`config.mk`:
```
export PLATFORM = sky130hd
export DESIGN_NAME = huffman_decoder
export DESIGN_NICKNAME = d
export VERILOG_FILES = /design/src/rtl/huffman_decoder.sv
export SDC_FILE = /design/constraint.sdc
export NUM_CORES = 1
export LEC_CHECK = 0
export CAP_MARGIN = 40
export CORE_MARGIN = 2
export CORE_UTILIZATION = 55
export DETAILED_ROUTE_END_ITERATION = 8
export GPL_ROUTABILITY_DRIVEN = 0
export GPL_TIMING_DRIVEN = 0
export PLACE_DENSITY = 0.7
export SLEW_MARGIN = 5
export SYNTH_ARGS = -nofsm -noshare
export SYNTH_HDL_FRONTEND = slang
export SYNTH_SLANG_ARGS = --single-unit
```
`constraint.sdc`:
```
create_clock -name clk -period 9.3 [get_ports clk]
set_input_delay 1.86 -clock clk [delete_from_list [all_inputs] [get_ports clk]]
set_output_delay 1.86 -clock clk [all_outputs]
set_load 0.005 [all_outputs]
```
`src/rtl/huffman_decoder.sv`:
```
// huffman_decoder: serial receive end of the huffman_top encoder stream.
// The stream is one bit per cycle, MSB first. It starts with NSYM 4-bit
// code-length fields and continues with the canonical payload codewords.
// The block emits one 4-bit symbol for each decoded codeword.
//
// Ports:
//   clk, rst_n   rising-edge clock; asynchronous active-low reset
//   in_data      serial bit, valid every cycle from in_start to in_done
//   in_start     one-cycle pulse on header bit 0 (aborts any stream in flight)
//   in_done      one-cycle pulse on the last payload bit
//   sym_out      decoded symbol, qualified by sym_valid
//   sym_valid    one-cycle strobe, registered, the cycle after the last code bit
//   dec_done     one-cycle end-of-stream pulse, the cycle after in_done
//   err          sticky stream error; cleared by in_start or reset
//   dbg_state    current FSM state (IDLE=0, HDR=1, PAY=2, DRAIN=3)
//
// Handshake: there is no valid/ready pair. Input bits are contiguous and are
// never back-pressured. Each output strobe is valid for exactly one cycle.
//
// Optional feature: define HUFF_DEC_ERR_EN to compile in stream-error
// checking. That covers in_done in the header, a truncated final codeword,
// and an over-length codeword, which drains bits until in_done. Without it,
// err is constant 0 and an over-length codeword is silently dropped.
module huffman_decoder #(
  parameter int NSYM   = 9,
  parameter int MAXLEN = 8
) (
  input  logic       clk,
  input  logic       rst_n,
  input  logic       in_data,
  input  logic       in_start,
  input  logic       in_done,
  output logic [3:0] sym_out,
  output logic       sym_valid,
  output logic       dec_done,
  output logic       err,
  output logic [1:0] dbg_state
);

`ifdef HUFF_DEC_ERR_EN
  localparam bit ERR_EN = 1'b1;
`else
  localparam bit ERR_EN = 1'b0;
`endif

  localparam int HBITS = NSYM * 4;
  localparam int HCW   = $clog2(HBITS + 1);
  localparam int CW    = MAXLEN + 1;          // code arithmetic width
  localparam int LW    = $clog2(MAXLEN + 1);  // codeword length counter width

  typedef enum logic [1:0] {IDLE, HDR, PAY, DRAIN} state_e;

  state_e            state_q, state_d;
  logic [HCW-1:0]    hcnt_q, hcnt_d;
  logic [2:0]        field_q, field_d;
  logic [MAXLEN-1:0] code_q, code_d;
  logic [LW-1:0]     len_q, len_d;
  logic [3:0]        sym_out_q, sym_out_d;
  logic              sym_valid_q, sym_valid_d;
  logic              dec_done_q, dec_done_d;
  logic              err_q, err_d;
  logic [3:0]        len_tab_q [NSYM];
  logic [3:0]        len_tab_d [NSYM];
  logic [CW-1:0]     count_q [1:MAXLEN];
  logic [CW-1:0]     count_d [1:MAXLEN];

  // Decode datapath
  logic [CW-1:0] first_c [1:MAXLEN];
  logic [3:0]    new_field;
  logic [CW-1:0] code_n;
  logic [LW-1:0] len_n;
  logic [CW-1:0] first_sel, count_sel, diff, rank;
  logic          match;
  logic [3:0]    sym_c;

  assign new_field = {field_q, in_data};
  assign code_n    = {code_q, in_data};
  assign len_n     = len_q + 1'b1;

  // Canonical first-code per length. This is rebuilt combinationally from
  // the length histogram, so the first payload bit can follow the header
  // with no table-build gap.
  always_comb begin
    first_c[1] = '0;
    for (int l = 2; l <= MAXLEN; l++) begin
      first_c[l] = (first_c[l-1] + count_q[l-1]) << 1;
    end
  end

  // Candidate match at the length the code reaches with this bit. The offset
  // into the length class selects the symbol: the diff-th symbol, in
  // ascending index, whose length equals len_n.
  always_comb begin
    first_sel = '0;
    count_sel = '0;
    for (int l = 1; l <= MAXLEN; l++) begin
      if (len_n == LW'(l)) begin
        first_sel = first_c[l];
        count_sel = count_q[l];
      end
    end
    diff  = code_n - first_sel;
    match = (len_n != '0) && (diff < count_sel);
    rank  = '0;
    sym_c = '0;
    for (int s = 0; s < NSYM; s++) begin
      if (len_tab_q[s] == 4'(len_n)) begin
        if (rank == diff) sym_c = 4'(s);
        rank = rank + 1'b1;
      end
    end
  end

  always_comb begin
    state_d     = state_q;
    hcnt_d      = hcnt_q;
    field_d     = field_q;
    code_d      = code_q;
    len_d       = len_q;
    sym_out_d   = sym_out_q;
    sym_valid_d = 1'b0;
    dec_done_d  = 1'b0;
    err_d       = err_q;
    len_tab_d   = len_tab_q;
    count_d     = count_q;
    if (in_start) begin
      // A new stream from any state; the current bit is header bit 0.
      state_d = HDR;
      hcnt_d  = HCW'(1);
      field_d = {2'b00, in_data};
      code_d  = '0;
      len_d   = '0;
      err_d   = 1'b0;
      for (int s = 0; s < NSYM; s++) len_tab_d[s] = '0;
      for (int l = 1; l <= MAXLEN; l++) count_d[l] = '0;
    end else begin
      unique case (state_q)
        IDLE: begin
        end
        HDR: begin
          hcnt_d  = hcnt_q + 1'b1;
          field_d = {field_q[1:0], in_data};
          if (hcnt_q[1:0] == 2'b11) begin
            for (int s = 0; s < NSYM; s++) begin
              if (int'(hcnt_q[HCW-1:2]) == s) len_tab_d[s] = new_field;
            end
            for (int l = 1; l <= MAXLEN; l++) begin
              if (new_field == 4'(l)) count_d[l] = count_q[l] + 1'b1;
            end
          end
          if (hcnt_q == HCW'(HBITS - 1)) begin
            state_d = PAY;
            hcnt_d  = '0;
          end
          if (in_done) begin
            dec_done_d = 1'b1;
            state_d    = IDLE;
            hcnt_d     = '0;
            if (ERR_EN) err_d = 1'b1;
          end
        end
        PAY: begin
          if (match) begin
            sym_valid_d = 1'b1;
            sym_out_d   = sym_c;
            code_d      = '0;
            len_d       = '0;
          end else if (len_n == LW'(MAXLEN)) begin
            code_d = '0;
            len_d  = '0;
            if (ERR_EN) begin
              err_d   = 1'b1;
              state_d = DRAIN;
            end
          end else begin
            code_d = code_n[MAXLEN-1:0];
            len_d  = len_n;
          end
          if (in_done) begin
            // The final bit is decoded above; a miss leaves a partial codeword.
            dec_done_d = 1'b1;
            state_d    = IDLE;
            code_d     = '0;
            len_d      = '0;
            if (ERR_EN && !match) err_d = 1'b1;
          end
        end
        DRAIN: begin
          if (in_done) begin
            dec_done_d = 1'b1;
            state_d    = IDLE;
          end
        end
        default: state_d = IDLE;
      endcase
    end
  end

  always_ff @(posedge clk or negedge rst_n) begin
    if (!rst_n) begin
      state_q     <= IDLE;
      hcnt_q      <= '0;
      field_q     <= '0;
      code_q      <= '0;
      len_q       <= '0;
      sym_out_q   <= '0;
      sym_valid_q <= 1'b0;
      dec_done_q  <= 1'b0;
      err_q       <= 1'b0;
      for (int s = 0; s < NSYM; s++) len_tab_q[s] <= '0;
      for (int l = 1; l <= MAXLEN; l++) count_q[l] <= '0;
    end else begin
      state_q     <= state_d;
      hcnt_q      <= hcnt_d;
      field_q     <= field_d;
      code_q      <= code_d;
      len_q       <= len_d;
      sym_out_q   <= sym_out_d;
      sym_valid_q <= sym_valid_d;
      dec_done_q  <= dec_done_d;
      err_q       <= err_d;
      len_tab_q   <= len_tab_d;
      count_q     <= count_d;
    end
  end

  assign sym_out   = sym_out_q;
  assign sym_valid = sym_valid_q;
  assign dec_done  = dec_done_q;
  assign err       = err_q;
  assign dbg_state = state_q;

endmodule

```
-- After elaboration in Yosys (flattened, before gate mapping)
Index checks and enable logic that the tools add are counted.
- register bits after elaboration: 137
- bits in latches: 0
- bits in writable memories: 0
- bits in read-only memories: 0
- bits of input ports: 5
- logic and storage cells: 233
- memories: 0
- $add $sub $neg: 24
- $mul: 0
- divide/modulo/power cells: 0
- $lt $le $gt $ge: 1
- equality and inequality tests: 48
- shifts and indexed selects: 0
- multiplexer cells: 89
- bitwise logic cells: 1
- reductions and logical operators: 45
- operator list (kind ; count):
    9-bit two-way mux ; 30
    72-bit two-way mux ; 3
    9-bit by 1-bit adder with 9-bit output, second input constant ; 15
    4-bit two-way mux ; 28
    36-bit two-way mux ; 3
    9-bit == test ; 8
    3-bit AND reduction ; 19
    8-bit adder ; 6
    4-bit by 3-bit == test with 1-bit output, second input constant ; 10
    8-bit two-way mux ; 5
    2-bit nonzero test ; 20
    4-bit == test ; 9
    4-bit == test, second input constant ; 7
    6-bit two-way mux ; 4
    4-bit by 2-bit == test with 1-bit output, second input constant ; 5
    9-bit < comparator ; 1
    1-bit two-way mux ; 9
    9-bit subtractor ; 1
    4-bit by 1-bit == test with 1-bit output, second input constant ; 2
    2-bit two-way mux ; 4
    6-bit by 1-bit adder with 6-bit output, second input constant ; 1
    2-bit == test, second input constant ; 3
    6-bit == test, second input constant ; 1
    3-bit two-way mux ; 2
    12 further kinds ; 12

-- Logic depth before layout (Yosys ltp)
- depth in word-level cells: 27
- depth in mapped cells: 32

-- Least setup slack after synthesis
OpenSTA, ideal clock, no wires.
- kind: register -> register
- start point: reg len_q[1]
- end point: reg sym_out_q[0] (netlist: sym_out[0])
- library setup time: 129 ps
- arrival: 6139 ps
- data required time: 9171 ps
- setup slack: 3032 ps
- stages on the path, launching flop included: 30
- buffers on the path: 2
- path through: dfrtp_1 -> ha_1 -> buf_2 -> xor2_1 -> xnor2_1 -> nand4_1 -> ha_1 -> buf_1 -> inv_1 -> xnor2_1 -> ha_1 -> nor3_1 -> a31oi_4 -> ha_1 -> inv_1 -> o21ai_0 -> ha_1 -> mux2_4 -> a31oi_4 -> inv_2 -> ha_1 -> nand3_1 -> xnor2_1 -> xnor3_1 -> nor2b_1 -> nand2_1 -> a21oi_1 -> xnor2_1 -> nor3_2 -> o31ai_1
- word-level cells in the longest chain between the ends: 27
- elaborated cells between the ends (all ways): 77
- those cells by class: add/sub (9); order compare (1); eq/ne (25); mux (39); reduce/logical (3)
- RTL lines (what ; RTL line ; text):
    from (decl) ; 57 ; logic [LW-1:0] len_q, len_d;
    from (signal assigned) ; 217 ; len_q <= len_d;
    4-bit by 1-bit adder with 4-bit output (*) ; 78 ; assign len_n = len_q + 1'b1;
    parallel branches: the longest is 26 deep, another holds 9-bit by 1-bit adder with 9-bit output ; - ;
    to (signal assigned) ; 218 ; sym_out_q <= sym_out_d;
    to (decl) ; 58 ; logic [3:0] sym_out_q, sym_out_d;
Mark *: on every way between the ends.
A chain may end at the register's enable or synchronous reset.

-- Worst setup path after layout
Ends and elaborated chain as after synthesis.

==> key figures <==
Status
  • Status: completed

Timing
  • Period Utilization, post-route: between 80% and 90%
  • Slew HR: slightly above 40%
  • Fmax: about 130 MHz
  • Worst-Margin Slew: just under 0.9 ns
  • WHS: 0.487 ns
  • Final Hold Viols: 0
  • Skew final: roughly 0.013 ns
  • Final Max Slew Viols: 0
  • Tmin final: ~7.5 ns
  • # setup viols final: 0
  • Setup TNS: 0 ns
  • RSZ-0062 raised after global routing: false

CTS
  • CTS hold repair buffers: 0
  • CTS Buf Count: 17
  • Resize count post-CTS: 0
  • Longest Clk Path Bufs: 2
  • CTS tree: yes
  • Worst-path clk slew: 0.06 ns
  • Worst-Skew Late Latency: 0.44 ns
  • Sink Count: between 100 and 150
  • Setup bufs post-CTS: 0
  • Clock root buffer: clkbuf_16
  • CTS HTree Levels: 4

Worst setup path
  • WP data required: slightly below 10 ns
  • Crit. End Element: flip-flop
  • CP Class: flip-flop to flip-flop
  • CP peak stage delay: approximately 0.57 ns
  • Crit path DAT: between 7 and 8 ns
  • Worst reg-to-reg setup slack: 1.83 ns
  • Reg2reg path depth: 32
  • Worst Setup Start Kind: flip-flop
  • Crit path max fanout: 10
  • Critical-path top delay cell: a221oi_1
  • Reg2reg end: sym_out[0]
  • RR Startpoint: len_q[1]

Detailed routing
  • Detailed Route WL: approximately 28000 µm
  • Vias per Instance: about 6
  • Drt drc: 0
  • Met2 WL: about 13000 µm
  • Wl on met1: around 13000 µm
  • Via count: around 9100
  • Initial DRC count: around 730
  • Routed wl met3: 1700 µm
  • Top sig layer: met4
  • Routed len/inst: roughly 19 µm
  • Router iterations before antenna repair: 7
  • Routed Antenna Nets: 0

Placement
  • Post-Place Cells: roughly 1500
  • DP HPWL: about 21000 µm
  • PortBufs: 11

Synth
  • Synth unique cells: between 80 and 90
  • Yosys warnings: 0
  • Syn Area/Cell: slightly above 9 µm²
  • Synth Register Bits: between 100 and 150
  • Register area share after synthesis: 30.7%
  • Post-synth EDFFs: 0
  • Cell Area, Synth: about 11000 µm²
  • Top FF cell, synth: dfrtp_1
  • Post-synth ARST share: 100%
  • Synth Net Count: ~1300
  • Gate Count Post-Synth: 1203

Min path
  • Worst hold path depth: 2
  • WHS Endpoint: sym_out[1]
  • HP Class: flip-flop to flip-flop
  • Hold wc startpoint: sym_out[1]

Floorplan
  • Placement row count: 52
  • Ports: 14
  • Die W: approximately 150 µm
  • Core Region: 20000 µm²
  • Die area: between 20000 and 25000 µm²
  • Initial core utilization: 55.7%
  • Die H: between 100 and 150 µm

GRT
  • Vias in the first global route: slightly below 9000
  • Total gr overflow: 0
  • First-pass GRT wire length: about 46000 µm
  • Largest net degree at the start of global routing: 91
  • Initial antenna violation count: 0
  • All-Layer GR Usage: a little over a quarter

Flow run
  • Max Cap Viol: 0

Finish
  • Fill count: approximately 1800
  • Most common cell after layout, fill and taps aside: nor2_1
  • Layout cells sized above 1: roughly 7.3%
  • Fin nets: ~1300
  • Non-filler cells in the finished layout: roughly 1500
  • Commonest non-fill, non-tap cells in the layout: 166 x nor2_1, 137 x dfrtp_1, 80 x xnor2_1, 80 x ha_1, 74 x nand2_1
  • Ant. Diodes: 0
  • Layout area overhead: 9.99%

Power
  • Max VDD drop: approximately 130 µV
  • PD cells: 113 nW/µm²
  • P_leak: a little under 6 nW
[worst max-delay path by stage]
| stage | start | to | slack, ns | cells past startpoint |
|---|---|---|---|---|
| final | len_q[1] | sym_out[0] | 1.83 | 32 |
| after global routing | len_q[1] | sym_out[2] | 1.0 | 32 |
| after CTS | len_q[1] | sym_out[0] | 1.88 | 28 |
| after detailed placement | len_q[1] | sym_out[0] | 1.93 | 32 |
| after global placement | rst_n | hcnt_q[3] | 0.64 | 1 |
| after floorplan | len_q[1] | sym_out[0] | 3.03 | 29 |
[per-stage QoR]
step	total power, W	area (µm²)	util [%]	setup slack, ns
floorplan	0.000649	11200	-	3.03
global placement	0.000680	11600	57.9	0.645
detailed placement	0.000682	11700	58.2	1.93
CTS	0.00139	12300	61.2	1.88
global route	0.00142	12300	61.2	0.998
finish	0.00138	12300	61.2	1.83
[logic make-up (layout without fill, tap and decap cells)]
logic type | Yosys count | in the layout | synth area share, %
other | 1 | 1 | 0.0336
AO/OA/AOI/OAI | 245 | 245 | 15.6
adder cells (fa/ha/maj) | 88 | 88 | 10.3
buffers and inverters | 101 | 150 | 3.82
multiplexers | 51 | 51 | 4.75
flip-flops | 137 | 137 | 30.7
AND/OR/NAND/NOR | 401 | 401 | 17.6
XOR/XNOR | 179 | 179 | 17.1
[Yosys cell counts (4+ instances only)]
master | instances | share of area (%)
a221oi_1 | 17 | 1.3
or3_1 | 11 | 0.62
nor4_1 | 8 | 0.45
a21boi_0 | 5 | 0.34
nand2_1 | 74 | 2.5
nor2b_1 | 8 | 0.45
clkbuf_1 | 42 | 1.4
o211a_1 | 7 | 0.63
inv_1 | 40 | 1.3
a21o_1 | 18 | 1.2
nand3_1 | 26 | 1.2
xnor2_2 | 5 | 0.73
nor3b_1 | 6 | 0.40
a22o_1 | 11 | 0.86
a31oi_1 | 5 | 0.28
buf_1 | 6 | 0.20
o21bai_1 | 5 | 0.34
and3b_1 | 4 | 0.31
buf_6 | 4 | 0.40
a211oi_1 | 10 | 0.67
fa_1 | 7 | 1.3
o31ai_1 | 4 | 0.27
o21ai_0 | 36 | 1.6
xnor2_1 | 80 | 6.3
nand4_1 | 20 | 1.1
buf_2 | 5 | 0.22
nand3b_1 | 6 | 0.40
xor2_1 | 73 | 5.7
mux2i_1 | 47 | 4.2
nor2_1 | 166 | 5.6
nand2b_1 | 12 | 0.67
a222oi_1 | 7 | 0.63
dfrtp_1 | 137 | 31
a22oi_1 | 22 | 1.5
nor3_1 | 23 | 1.0
o2111a_1 | 4 | 0.40
and2_1 | 4 | 0.22
ha_1 | 80 | 9.0
o211ai_1 | 8 | 0.54
xnor3_1 | 12 | 2.4
a21oi_1 | 65 | 2.9
and3_1 | 12 | 0.67
[state kept, by name (all words and copies together) (netlist names)]
signal     cells
hcnt_q         6
field_q        3
count_q       72
code_q         8
sym_out        4
len_tab_q     36
dbg_state      2
len_q          4
sym_valid      1
dec_done       1
[layer usage]
layer,track usage [%],vias up
li1,-,4339
met1,38.8,4442
met2,42.3,287
met3,5.03,51
met4,8.83,0
met5,0,-
[power breakdown]
group          internal, W  leakage, nW   total, W  switching [W]
logic            0.0000188         3.66  0.0000692      0.0000505
registers         0.000599         1.90   0.000602     0.00000332
clock network     0.000406        0.294   0.000710       0.000304
[critical path: cells and delay by family (launching register included)]
family | cells | cell delay (ns)
AOI/OAI and AO/OA | 11 | 3.02
xor gates and xnor gates | 2 | 0.38
adders and majority gates | 3 | 0.95
buffers and inverters | 5 | 0.86
DFF | 1 | 0.50
and+or+nand+nor | 11 | 1.64
[area by class of cell]
cell class	instances	area, µm²	share of cell area, %
clock buffers	17	425	3.47
well taps	270	338	2.75
multi-input cells	965	7300	59.5
repair buffers	17	169	1.38
clock inverters	15	183	1.49
flip-flops and latches	137	3430	27.9
inverters	41	154	1.25
plain buffers	60	273	2.22
Note: power is estimated with default switching activity, not from simulation.
